--- config.mk ---
export PLATFORM = sky130hd
export DESIGN_NAME = pc_gen
export DESIGN_NICKNAME = d
export VERILOG_FILES = /design/src/rtl/pc_gen.sv
export SDC_FILE = /design/constraint.sdc
export NUM_CORES = 1
export LEC_CHECK = 0
export BUFFER_PORTS_ARGS = -buffer_cell sky130_fd_sc_hd__buf_4
export CELL_PAD_IN_SITES_DETAIL_PLACEMENT = 0
export CELL_PAD_IN_SITES_GLOBAL_PLACEMENT = 1
export CORE_MARGIN = 2
export CORE_UTILIZATION = 25
export DETAILED_ROUTE_END_ITERATION = 12
export GPL_TIMING_DRIVEN = 0
export PLACE_DENSITY = 0.61
export SLEW_MARGIN = 25
export SYNTH_ARGS = -nofsm -noshare
export SYNTH_HDL_FRONTEND = slang
export SYNTH_SLANG_ARGS = --single-unit
--- constraint.sdc ---
create_clock -name clk -period 2 [get_ports clk]
set_clock_uncertainty 0.1 [all_clocks]
set_input_delay 0.1 -clock clk [delete_from_list [all_inputs] [get_ports clk]]
set_output_delay 0.1 -clock clk [all_outputs]
set_load 0.01 [all_outputs]
--- src/rtl/pc_gen.sv ---
// pc_gen: fetch program-counter generator with redirect latching.
// Redirect priority is exception > latched target > branch > sequential step.
// A redirect that arrives while the fetch stage is stalled is latched (HOLD)
// and applied on the first edge on which the stage accepts a new PC.
// Optional feature macro: PC_ALIGN_CHECK_EN adds a registered misalignment
// flag (pc_adel). When the macro is absent, pc_adel is tied low.
module pc_gen #(
    parameter int unsigned       ADDR_W    = 32,
    parameter logic [ADDR_W-1:0] RESET_VEC = ADDR_W'(32'h8000_0000),
    parameter int unsigned       STEP      = 4
) (
    input  logic              clk,
    input  logic              rst_n,
    input  logic              ds_allowin,
    input  logic              pc_stop,
    input  logic              br_valid,
    input  logic [ADDR_W-1:0] br_target,
    input  logic              exc_valid,
    input  logic [ADDR_W-1:0] exc_target,
    output logic              pc_to_ds_valid,
    output logic [ADDR_W-1:0] pc_out,
    output logic              redirect_pending,
    output logic              pc_adel
);

    typedef enum logic {
        ST_RUN  = 1'b0,
        ST_HOLD = 1'b1
    } state_t;

    typedef enum logic {
        KIND_BR  = 1'b0,
        KIND_EXC = 1'b1
    } kind_t;

    localparam logic [ADDR_W-1:0] STEP_V = ADDR_W'(STEP);

    state_t            r_state;
    kind_t             r_pend_kind;
    logic [ADDR_W-1:0] r_pend_target;
    logic [ADDR_W-1:0] r_pc;
    logic              r_pc_valid;

    logic              w_ready_go;
    logic              w_allowin;
    logic [ADDR_W-1:0] w_next_pc;

    assign w_ready_go = !pc_stop;
    assign w_allowin  = !r_pc_valid || (w_ready_go && ds_allowin);

    // Select the next PC by redirect priority; the adder wraps naturally.
    always_comb begin
        // NOTE: give every always_comb output a default first so no path
        // leaves it unassigned and a latch is inferred.
        w_next_pc = r_pc + STEP_V;
        if (exc_valid) begin
            w_next_pc = exc_target;
        end else if (r_state == ST_HOLD) begin
            w_next_pc = r_pend_target;
        end else if (br_valid) begin
            w_next_pc = br_target;
        end
    end

    // PC register plus RUN/HOLD redirect latch.
    always_ff @(posedge clk or negedge rst_n) begin
        // NOTE: sequential state uses non-blocking assignments only, so all
        // registers update from the same pre-edge values.
        if (!rst_n) begin
            r_state       <= ST_RUN;
            r_pc          <= RESET_VEC;
            r_pc_valid    <= 1'b1;
            r_pend_target <= '0;
            r_pend_kind   <= KIND_BR;
        end else if (w_allowin) begin
            r_pc       <= w_next_pc;
            r_pc_valid <= 1'b1;
            r_state    <= ST_RUN;
        end else if (exc_valid) begin
            // An exception always takes the latch, whatever is held.
            r_state       <= ST_HOLD;
            r_pend_target <= exc_target;
            r_pend_kind   <= KIND_EXC;
        end else if (br_valid && (r_state == ST_RUN || r_pend_kind == KIND_BR)) begin
            // A branch may replace another branch but never an exception.
            r_state       <= ST_HOLD;
            r_pend_target <= br_target;
            r_pend_kind   <= KIND_BR;
        end
    end

`ifdef PC_ALIGN_CHECK_EN
    logic r_pc_adel;

    // Misalignment flag loaded in step with the PC it describes.
    always_ff @(posedge clk or negedge rst_n) begin
        if (!rst_n) begin
            r_pc_adel <= 1'b0;
        end else if (w_allowin) begin
            r_pc_adel <= (w_next_pc[1:0] != 2'b00);
        end
    end

    assign pc_adel = r_pc_adel;
`else
    assign pc_adel = 1'b0;
`endif

    assign pc_out           = r_pc;
    assign pc_to_ds_valid   = r_pc_valid && w_ready_go;
    assign redirect_pending = (r_state == ST_HOLD);

endmodule

==> results.cfg <==
[placed_design]
gp_congestion = 0.839
dp_cells = 835
io_buffers = 103
dp.final_hpwl_microns = 13200

[final_layout]
fin_util = 0.392
stdcell_count = 925
nets = 771
fill_cells = 1699
area_growth_pct = 53.0
insertedDiodeCount = 0
drive_gt1_frac = 0.301

[clock_tree]
cts_made_buffers = 9
cts.htree.levels = 3
clock_path_buffers = 2
clk_pin_slew_ns = 0.06
clk_latency_ns = 0.35
tritoncts = done
numClockSinks = 66
root_buffer = clkbuf_16

[route]
detail-route-antenna-nets = 0
first_pass_iters = 5
routed_wl_microns = 20000
drt_iter0_markers = 389
routedWlPerCell_microns = 21.6
drc = 0
vias = 4993
vias_per_cell = 5.40

[yosys]
synth_top_area_frac = 0.383
seq_area_frac_synth = 0.389
ys_async_sr_fraction = 1.00
ys_top_cells_by_area = dfrtp_1, nand2_1, o21ai_0
avgSynthCellArea_sq_um = 8.30
yosysTopAreaCell = dfrtp_1
synth-warning-count = 0
synth_cells = 512
netlist_area_sq_um = 4250
ys.flop_type = dfrtp_1
synth_cell_type_count = 61
synth_edf_count = 0
synth-seq-cells = 66
syn_nets = 583

[worst_setup_path]
arrival_ns = 2.24
path_max_fanout = 2
end_kind = flop
setup.worst_path.start_class = flop
cp_data_required_time_ns = 2.15
ff2ff_path_depth = 5
crit_type = reg2reg

[floorplan]
die_x_microns = 134
die-area_sq_um = 18100
start_util = 0.256
die_y_microns = 134
fp-row-count = 47
io_pins = 105
core_area_sq_um = 16600

[global_routing]
overflow = 0
grt_pass1_vias = 4955
grt_antenna_before_repair = 0
grtUsageTotal = 0.227
grt_pass1_wl_microns = 30600
grt_max_degree = 67

[timing]
rsz0062_at_grt = true
finalWorstSetupSlack_ns = -0.0862
slew_headroom = 0.376
post-route-min-period_ns = 2.09
worstMarginPinSlew_ns = 0.936
post-route-period-util = 1.04
fmax_mhz = 479
setup_violations = 3
slew_violations = 0
finalHoldViolCount = 3
holdWs_ns = -0.00318

[pwr]
power_density_nw_per_um2 = 740
power_mw = 4.81
ir_drop_mv = 0.367
p_leak_nw = 2.78

[status]
run_status = complete, but fails checks
violations = negative hold slack, negative setup slack

[worst_hold_path]
min_delay_path_depth = 3
hold_path.class = in2reg

[job]
max_cap_violations = 0
## registers in the layout, summed over array words and instances (netlist names)
register / flops
pc_out: 32
r_pend_target: 32
r_pend_kind: 1
redirect_pending: 1
## Yosys cell counts (all sizes together) (10+ instances only)
cell type  number
clkbuf         35
and3           10
nand2          81
mux2i          29
dfrtp          65
nor2           20
o21ai          59
nor3           12
nand2b         11
a21oi          31
nand3          17
## final timing paths
check	slack (ns)	to	from
worst max-delay path	-0.09	pc_out[29]$_DFFE_PN0P_	pc_out[6]$_DFFE_PN0P_
worst min-delay path	-0.003	r_pend_target[19]$_DFFE_PN0P_	br_target[19]
worst max register to register	-0.09	pc_out[29]$_DFFE_PN0P_	pc_out[6]$_DFFE_PN0P_
worst min register to register	0.38	r_pend_target[13]$_DFFE_PN0P_	r_pend_target[13]$_DFFE_PN0P_
max in group asynchronous	0.80	pc_out[18]$_DFFE_PN0P_	rst_n
min in group asynchronous	0.33	r_pend_target[5]$_DFFE_PN0P_	rst_n
## area by class of cell
class	instances	area, sq um	area share
clock buffer	14	274	0.0421
sequential	66	1670	0.257
buffer	40	200	0.0308
clock inverter	2	10.0	0.00154
multi-input combinational	396	2550	0.392
tap	220	275	0.0423
timing repair buffer	180	1490	0.230
inverter	7	27.5	0.00423
## repair_timing
item | in CTS | in global routing
pin swaps | 6 | 6
endpoints found under the setup margin | 65 | 33
hold buffers | 51 | 0
cloned | 1 | 0
endpoints found under the hold margin | 104 | 0
buffers inserted | 23 | 3
resized for setup | 49 | 24
## placed cells by master, fill, tap and decap left out, types with 6 or more instances in the layout
master and count:
a21oi_1 31, dfrtp_1 51, o21ai_0 58, nand4_1 8, nand3_1 14, clkbuf_16 9
nor3_1 10, clkbuf_1 14, nand2b_1 11, o31ai_1 7, dlygate4sd3_1 51, mux2i_1 29
o221ai_1 6, a31oi_1 9, and3_1 9, a21boi_0 9, dfrtp_2 14, nand2_1 79
nor2_1 19, clkbuf_2 16, o211ai_1 8, buf_4 127
## cell families after synthesis
logic type / after synthesis / share of synthesized area
AOI/OAI and AO/OA: 178 / 0.272
xor gates and xnor gates: 8 / 0.0165
adders and majority gates: 1 / 0.00294
buffers and inverters: 50 / 0.0453
DFF: 66 / 0.389
muxes: 29 / 0.0683
other: 1 / 0.000882
and+or+nand+nor: 179 / 0.205
## worst max-delay path, stage by stage (launching register included)
cell      delay [ns]
dfrtp_2         0.42
nand3_4         0.09
or4_4           0.55
or4b_4          0.51
xor2_2          0.16
o221ai_2        0.15
## report_power, final
part           switching (mW)  internal (mW)
clock network           0.636          0.939
logic                   0.749          0.677
registers               0.243           1.57
## layer usage
| layer | vias to the layer above | share of wire | routed length [microns] | GRT usage |
|---|---|---|---|---|
| met5 | - | 0 | 0 | 0 |
| met4 | 0 | 0.032 | 638 | 0.0918 |
| met3 | 46 | 0.070 | 1400 | 0.0389 |
| met2 | 216 | 0.45 | 9090 | 0.348 |
| met1 | 2448 | 0.44 | 8870 | 0.317 |
| li1 | 2283 | - | - | - |
## per-stage QoR
stage / setup TNS [ns] / cell area, sq um / setup WS (ns) / hold WS (ns)
6_report: -0.103 / 6500 / -0.0862 / -0.00318
5_1_grt: -0.787 / 6500 / -0.138 / 0.0165
4_1_cts: -0.314 / 6440 / -0.0890 / 0.000227
3_5_place_dp: -29.22 / 5320 / -0.645 / 0.197
3_3_place_gp: -26.32 / 5320 / -0.608 / 0.197
2_1_floorplan: -0.0599 / 4270 / -0.0571 / -0.296
(Power assumes the default switching activity.)
